$ cat config.mk
export PLATFORM = sky130hd
export DESIGN_NAME = mem_arbiter_flat
export DESIGN_NICKNAME = d
export VERILOG_FILES = /design/src/rtl/mem_arbiter_if.sv /design/src/rtl/mem_arbiter.sv /design/src/flat_wrapper.sv
export SDC_FILE = /design/constraint.sdc
export NUM_CORES = 1
export LEC_CHECK = 0
export CORE_AREA = 2 2 104 106
export CTS_CLUSTER_SIZE = 16
export DETAILED_ROUTE_END_ITERATION = 10
export DIE_AREA = 0 0 106 108
export HOLD_SLACK_MARGIN = 0.1
export MAX_ROUTING_LAYER = met4
export PLACE_DENSITY = 0.83
export SKIP_CTS_REPAIR_TIMING = 1
export SLEW_MARGIN = 20
export SYNTH_ARGS = -nofsm -noshare
export SYNTH_HDL_FRONTEND = slang
export SYNTH_SLANG_ARGS = --single-unit
$ cat constraint.sdc
create_clock -name clk -period 5.35 [get_ports clk]
set_clock_uncertainty 0.2 [all_clocks]
set_input_delay 1.07 -clock clk [delete_from_list [all_inputs] [get_ports clk]]
set_output_delay 1.07 -clock clk [all_outputs]
set_load 0.01 [all_outputs]
$ cat src/rtl/mem_arbiter_if.sv
// Bus bundle between the CPU memory stage, the video reader, the arbiter and the data RAM.
// slave = arbiter view; master = the surrounding requesters and memory.
interface mem_arbiter_if #(
    parameter int AW = 32,
    parameter int DW = 32
);
    logic          cpu_req;
    logic          cpu_we;
    logic [AW-1:0] cpu_addr;
    logic [DW-1:0] cpu_wdata;
    logic          cpu_stall;
    logic          cpu_rvalid;
    logic [DW-1:0] cpu_rdata;

    logic          vid_req;
    logic [AW-1:0] vid_addr;
    logic          vid_gnt;
    logic          vid_rvalid;
    logic [DW-1:0] vid_rdata;

    logic          mem_en;
    logic          mem_we;
    logic [AW-1:0] mem_addr;
    logic [DW-1:0] mem_wdata;
    logic [DW-1:0] mem_rdata;

    modport slave (
        input  cpu_req, cpu_we, cpu_addr, cpu_wdata,
        output cpu_stall, cpu_rvalid, cpu_rdata,
        input  vid_req, vid_addr,
        output vid_gnt, vid_rvalid, vid_rdata,
        output mem_en, mem_we, mem_addr, mem_wdata,
        input  mem_rdata
    );

    modport master (
        output cpu_req, cpu_we, cpu_addr, cpu_wdata,
        input  cpu_stall, cpu_rvalid, cpu_rdata,
        output vid_req, vid_addr,
        input  vid_gnt, vid_rvalid, vid_rdata,
        input  mem_en, mem_we, mem_addr, mem_wdata,
        output mem_rdata
    );
endinterface

$ cat src/rtl/mem_arbiter.sv
// Single-port data RAM arbiter: CPU has priority, video bursts are forced in after
// MAX_WAIT denied cycles and then run to completion without preemption.
module mem_arbiter #(
    parameter int AW        = 32,
    parameter int DW        = 32,
    parameter int BURST_LEN = 8,
    parameter int MAX_WAIT  = 4
) (
    input  logic           clk,
    input  logic           rst,
    mem_arbiter_if.slave   bus
);
    localparam int WW = $clog2(MAX_WAIT + 1);
    localparam int BW = (BURST_LEN > 1) ? $clog2(BURST_LEN) : 1;
    localparam logic [WW-1:0] WAIT_MAX  = WW'(MAX_WAIT);
    localparam logic [BW-1:0] BEAT_LAST = BW'(BURST_LEN - 1);

    typedef enum logic {ARB = 1'b0, BURST = 1'b1} state_t;

    state_t        state, state_nxt;
    logic [WW-1:0] wait_cnt, wait_nxt;
    logic [BW-1:0] beat_cnt, beat_nxt;
    logic [AW-1:0] vid_base, base_nxt;
    logic          rd_cpu_q, rd_vid_q;
    logic          cpu_win, vid_win;

    // Decision is purely combinational so the access issues in the same cycle.
    assign cpu_win = (state == ARB) && bus.cpu_req && !(bus.vid_req && (wait_cnt == WAIT_MAX));
    assign vid_win = (state == ARB) && bus.vid_req && !cpu_win;

    always_ff @(posedge clk or negedge rst) begin
        if (!rst) begin
            state    <= ARB;
            wait_cnt <= '0;
            beat_cnt <= '0;
            vid_base <= '0;
            rd_cpu_q <= 1'b0;
            rd_vid_q <= 1'b0;
        end else begin
            state    <= state_nxt;
            wait_cnt <= wait_nxt;
            beat_cnt <= beat_nxt;
            vid_base <= base_nxt;
            rd_cpu_q <= cpu_win && !bus.cpu_we;
            rd_vid_q <= vid_win || (state == BURST);
        end
    end

    always_comb begin
        state_nxt = state;
        wait_nxt  = wait_cnt;
        beat_nxt  = beat_cnt;
        base_nxt  = vid_base;
        case (state)
            ARB: begin
                if (cpu_win) begin
                    if (!bus.vid_req)
                        wait_nxt = '0;
                    else if (wait_cnt != WAIT_MAX)
                        wait_nxt = wait_cnt + 1'b1;
                end else if (vid_win) begin
                    wait_nxt = '0;
                    base_nxt = bus.vid_addr;
                    // Single-beat bursts finish in the grant cycle and never leave ARB.
                    if (BURST_LEN > 1) begin
                        beat_nxt  = BW'(1);
                        state_nxt = BURST;
                    end
                end else begin
                    wait_nxt = '0;
                end
            end
            BURST: begin
                if (beat_cnt == BEAT_LAST) begin
                    beat_nxt  = '0;
                    state_nxt = ARB;
                end else begin
                    beat_nxt = beat_cnt + 1'b1;
                end
            end
            default: state_nxt = ARB;
        endcase
    end

    always_comb begin
        bus.mem_en    = 1'b0;
        bus.mem_we    = 1'b0;
        bus.mem_addr  = '0;
        bus.mem_wdata = '0;
        bus.vid_gnt   = 1'b0;
        bus.cpu_stall = bus.cpu_req;
        case (state)
            ARB: begin
                if (cpu_win) begin
                    bus.mem_en    = 1'b1;
                    bus.mem_we    = bus.cpu_we;
                    bus.mem_addr  = bus.cpu_addr;
                    bus.mem_wdata = bus.cpu_we ? bus.cpu_wdata : '0;
                    bus.cpu_stall = 1'b0;
                end else if (vid_win) begin
                    bus.vid_gnt  = 1'b1;
                    bus.mem_en   = 1'b1;
                    bus.mem_addr = bus.vid_addr;
                end
            end
            BURST: begin
                bus.mem_en   = 1'b1;
                bus.mem_addr = vid_base + AW'(beat_cnt);
            end
            default: ;
        endcase
    end

    assign bus.cpu_rvalid = rd_cpu_q;
    assign bus.vid_rvalid = rd_vid_q;
    assign bus.cpu_rdata  = bus.mem_rdata;
    assign bus.vid_rdata  = bus.mem_rdata;
endmodule
$ cat src/flat_wrapper.sv
// flat-port wrapper written by rule: the top's interface ports become plain ports
module mem_arbiter_flat 
#(
    parameter int AW        = 32,
    parameter int DW        = 32,
    parameter int BURST_LEN = 8,
    parameter int MAX_WAIT  = 4
)
  (clk, rst, bus_cpu_req, bus_cpu_we, bus_cpu_addr, bus_cpu_wdata, bus_cpu_stall, bus_cpu_rvalid, bus_cpu_rdata, bus_vid_req, bus_vid_addr, bus_vid_gnt, bus_vid_rvalid, bus_vid_rdata, bus_mem_en, bus_mem_we, bus_mem_addr, bus_mem_wdata, bus_mem_rdata);
  mem_arbiter_if #(.AW(AW), .DW(DW)) bus_i ();
  input  logic clk;
  input  logic rst;
  input wire logic [$bits(bus_i.cpu_req)-1:0] bus_cpu_req;
  input wire logic [$bits(bus_i.cpu_we)-1:0] bus_cpu_we;
  input wire logic [$bits(bus_i.cpu_addr)-1:0] bus_cpu_addr;
  input wire logic [$bits(bus_i.cpu_wdata)-1:0] bus_cpu_wdata;
  output wire logic [$bits(bus_i.cpu_stall)-1:0] bus_cpu_stall;
  output wire logic [$bits(bus_i.cpu_rvalid)-1:0] bus_cpu_rvalid;
  output wire logic [$bits(bus_i.cpu_rdata)-1:0] bus_cpu_rdata;
  input wire logic [$bits(bus_i.vid_req)-1:0] bus_vid_req;
  input wire logic [$bits(bus_i.vid_addr)-1:0] bus_vid_addr;
  output wire logic [$bits(bus_i.vid_gnt)-1:0] bus_vid_gnt;
  output wire logic [$bits(bus_i.vid_rvalid)-1:0] bus_vid_rvalid;
  output wire logic [$bits(bus_i.vid_rdata)-1:0] bus_vid_rdata;
  output wire logic [$bits(bus_i.mem_en)-1:0] bus_mem_en;
  output wire logic [$bits(bus_i.mem_we)-1:0] bus_mem_we;
  output wire logic [$bits(bus_i.mem_addr)-1:0] bus_mem_addr;
  output wire logic [$bits(bus_i.mem_wdata)-1:0] bus_mem_wdata;
  input wire logic [$bits(bus_i.mem_rdata)-1:0] bus_mem_rdata;
  assign bus_i.cpu_req = bus_cpu_req;
  assign bus_i.cpu_we = bus_cpu_we;
  assign bus_i.cpu_addr = bus_cpu_addr;
  assign bus_i.cpu_wdata = bus_cpu_wdata;
  assign bus_cpu_stall = bus_i.cpu_stall;
  assign bus_cpu_rvalid = bus_i.cpu_rvalid;
  assign bus_cpu_rdata = bus_i.cpu_rdata;
  assign bus_i.vid_req = bus_vid_req;
  assign bus_i.vid_addr = bus_vid_addr;
  assign bus_vid_gnt = bus_i.vid_gnt;
  assign bus_vid_rvalid = bus_i.vid_rvalid;
  assign bus_vid_rdata = bus_i.vid_rdata;
  assign bus_mem_en = bus_i.mem_en;
  assign bus_mem_we = bus_i.mem_we;
  assign bus_mem_addr = bus_i.mem_addr;
  assign bus_mem_wdata = bus_i.mem_wdata;
  assign bus_i.mem_rdata = bus_mem_rdata;
  mem_arbiter #(.AW(AW), .DW(DW), .BURST_LEN(BURST_LEN), .MAX_WAIT(MAX_WAIT)) u_core (.clk(clk), .rst(rst), .bus(bus_i));
endmodule
==> flow_metrics.env, run 1 <==
export IMPL_clkPwrFrac_pct=9.2
export IMPL_synth_common_cells="buf_4, dfrtp_1, and2_1"
export IMPL_cts_tree="built"
export IMPL_rows=37
export IMPL_cts_root_buf="clkbuf_8"
export IMPL_routedWlPerCell_um=19.4
export IMPL_p_int_mw=1.35
export IMPL_start_util_pct=35.5
export IMPL_synth_main_ff_cell="dfrtp_1"
export IMPL_end_kind="primary output"
export IMPL_dp_cells=637
export IMPL_drt_wl_total_um=12500
export IMPL_power_density_nw_per_um2=457
export IMPL_net_switching_power_mw=0.981
export IMPL_clk_latency_ns=0.31
export IMPL_period_minus_slack_ns=4.68
export IMPL_pwr_share_comb_pct=60.7
export IMPL_track_usage_pct=21.4
export IMPL_crit_fanout=17
export IMPL_outcome="completed"
export IMPL_grt_max_degree=60
export IMPL_arrival_ns=3.41
export IMPL_die_area_um2=11400
export IMPL_grt_overflow_total=0
export IMPL_criticalPathCategory="in -> out"
export IMPL_setup_viol=0
export IMPL_vdd_drop_max_v=0.000251
export IMPL_postLayoutCoreUtil_pct=49.8
export IMPL_synthesis_instances=412
export IMPL_clock_sinks=41
export IMPL_start_kind="primary input"
export IMPL_synth_top_cell_area_share_pct=28.2
export IMPL_max_freq_mhz=214
export IMPL_cp_required_ns=4.08
export IMPL_layout_drive_gt1_share_pct=10.8
export IMPL_finalCritPeriodShare_pct=87.5
export IMPL_dpl_cell_area_um2=5000
export IMPL_p_sw_share_pct=42.2
export IMPL_htree_num_levels=2
export IMPL_synth_area_per_cell_um2=8.82
export IMPL_rsz0062_at_grt="no"
export IMPL_io_pins=267
export IMPL_synth_edf_count=0
export IMPL_ant_nets=0
export IMPL_synth_cell_types=41
export IMPL_routabilityCongestion=0.854
export IMPL_drc=0
export IMPL_drv_cap=0
export IMPL_async_flop_share_pct=100
export IMPL_dieHeight_um=108
export IMPL_hp_class="reg -> reg"
export IMPL_via_per_inst=5.24
export IMPL_syn2layout_area_growth_pct=40.1
export IMPL_dp_hpwl_um=10000
export IMPL_grt_pass1_vias=3364
export IMPL_finalHoldViolCount=0
export IMPL_clk_pin_slew_ns=0.10
export IMPL_yosys_warnings=0
export IMPL_synth_area_um2=3630
export IMPL_num_vias=3382
export IMPL_dr_pass1_iters=4
export IMPL_yosysTopAreaCell="dfrtp_1"
export IMPL_drv_slew=0
export IMPL_cts_inserted_buffers=5
export IMPL_nFillCells=949
export IMPL_synth_most_common_cell="buf_4"
export IMPL_synth_area_leaders="dfrtp_1, buf_4, mux2_2"
export IMPL_grt_first_pass_wirelength_um=18500
export IMPL_ys_ff_latch=41
export IMPL_numPortBuffers=170
export IMPL_drtIter0Drc=151
export IMPL_antenna_cells=0
export IMPL_fin_nets=649
export IMPL_fin_setup_tns_ns=0
export IMPL_die_width_um=106
export IMPL_slew_limit_headroom_pct=36.8
export IMPL_pwr_share_seq_pct=30.1
export IMPL_worst_pin_slew_ns=0.948
export IMPL_core_um2=10200
export IMPL_synth_fp_nets=553
export IMPL_ys_seq_area_share_pct=28.2
export IMPL_finalNonFillerCells=645
export IMPL_fin_area_um2=5090
export IMPL_antenna_found_initial=0
export IMPL_power_leakage_nw=1.97
export IMPL_clockBufferDepth=2
layer usage:
layer / wire length, um / global-route usage, % / up-vias
met4: 195 / 7.05 / 0
met3: 1020 / 6.21 / 16
li1: - / - / 1589
met5: 0 / - / -
met1: 4870 / 24.4 / 1577
met2: 6430 / 36.5 / 200
cells by family after synthesis:
kind of cell | after synthesis | synth area share [%]
flops | 41 | 28.2
mux | 32 | 9.88
fa+ha+maj | 8 | 2.96
xor+xnor | 28 | 6.75
compound gates | 83 | 14.2
simple gates | 126 | 21.5
buf+inv | 94 | 16.5
power by group through the flow:
| stage | sequential, mW | combinational (mW) | clock [mW] |
|---|---|---|---|
| 6_report | 0.700 | 1.41 | 0.215 |
| 4_1_cts | 0.697 | 1.42 | 0.220 |
| 2_1_floorplan | 0.608 | 0.853 | 0 |
| 5_1_grt | 0.733 | 1.52 | 0.229 |
| 3_5_place_dp | 0.704 | 1.41 | 0 |
| 3_3_place_gp | 0.686 | 1.38 | 0 |
worst paths after layout:
check / from / end / slack [ns] / depth (start not counted)
max: bus_vid_req / bus_mem_addr[31] / 0.67 / 7
min: u_core.vid_base[2]$_DFFE_PN0P_ / u_core.vid_base[2]$_DFFE_PN0P_ / 0.33 / 1
max reg2reg: u_core.state$_DFF_PN0_ / u_core.wait_cnt[2]$_DFFE_PN0P_ / 2.68 / 6
min reg2reg: u_core.vid_base[2]$_DFFE_PN0P_ / u_core.vid_base[2]$_DFFE_PN0P_ / 0.33 / 1
max in group asynchronous: rst / u_core.state$_DFF_PN0_ / 3.60 / 1
min in group asynchronous: rst / u_core.vid_base[14]$_DFFE_PN0P_ / 0.71 / 1
worst max-delay path, cell delays in order:
cell	delay, ns
clkdlybuf4s50_1	0.47
a31oi_1	0.13
nand2_1	0.36
buf_4	0.28
o21ai_0	0.12
nor3_1	0.36
clkdlybuf4s50_1	0.62
cell type report:
type / instances / area [um2] / area share [%]
clock buffers: 5 / 68.8 / 1.35
repair buffers: 176 / 1750 / 34.4
multi-input cells: 277 / 2020 / 39.7
clock inverters: 3 / 25.0 / 0.491
well taps: 136 / 170 / 3.34
flip-flops and latches: 41 / 1030 / 20.2
inverters: 7 / 26.3 / 0.516
state kept, by name, summed over array words and instances, names as in the netlist:
name / flops
u_core.vid_base: 32
u_core.bus.vid_rvalid: 1
u_core.wait_cnt: 3
u_core.beat_cnt: 3
u_core.state: 1
u_core.bus.cpu_rvalid: 1
placed cells by master (no fill, tap or decap), drive strengths merged, types with 2 or more instances in the layout:
master,count
xnor2,7
nor2,6
nor4,2
mux2,31
nand2b,2
nand3,10
or3,2
buf,7
a22oi,7
clkdlybuf4s50,169
a211oi,22
dfrtp,41
ha,7
and4,3
a31oi,4
nand2,17
o21ai,16
nand4,15
inv,8
and2,34
and3,28
a21oi,27
a21o,2
nor3,4
xor2,21
clkbuf,5
per-stage QoR:
stage                     hold WS, ns  total power [mW]  setup slack [ns]
after floorplan                 0.280              1.46              1.84
after global routing            0.342              2.48             0.531
after global placement          0.301              2.07             0.738
final                           0.335              2.33             0.669
after CTS                       0.329              2.34             0.677
after detailed placement        0.307              2.12             0.674
(Power assumes the default switching activity.)
==> run 2, diff against run 1 <==
--- a/config.mk
+++ b/config.mk
@@ -9,7 +9,7 @@
 export CTS_CLUSTER_SIZE = 16
 export DETAILED_ROUTE_END_ITERATION = 10
 export DIE_AREA = 0 0 106 108
-export HOLD_SLACK_MARGIN = 0.1
+export HOLD_SLACK_MARGIN = 0.05
 export MAX_ROUTING_LAYER = met4
 export PLACE_DENSITY = 0.83
 export SKIP_CTS_REPAIR_TIMING = 1
==> results of run 2 <==
Same layout as run 1: the final DEF is identical, and so are final timing and power.
==> run 3, diff against run 2 <==
--- a/config.mk
+++ b/config.mk
@@ -13,7 +13,6 @@
 export MAX_ROUTING_LAYER = met4
 export PLACE_DENSITY = 0.83
 export SKIP_CTS_REPAIR_TIMING = 1
-export SLEW_MARGIN = 20
 export SYNTH_ARGS = -nofsm -noshare
 export SYNTH_HDL_FRONTEND = slang
 export SYNTH_SLANG_ARGS = --single-unit
==> results of run 3 <==
Same layout as run 1: the final DEF is identical, and so are final timing and power.
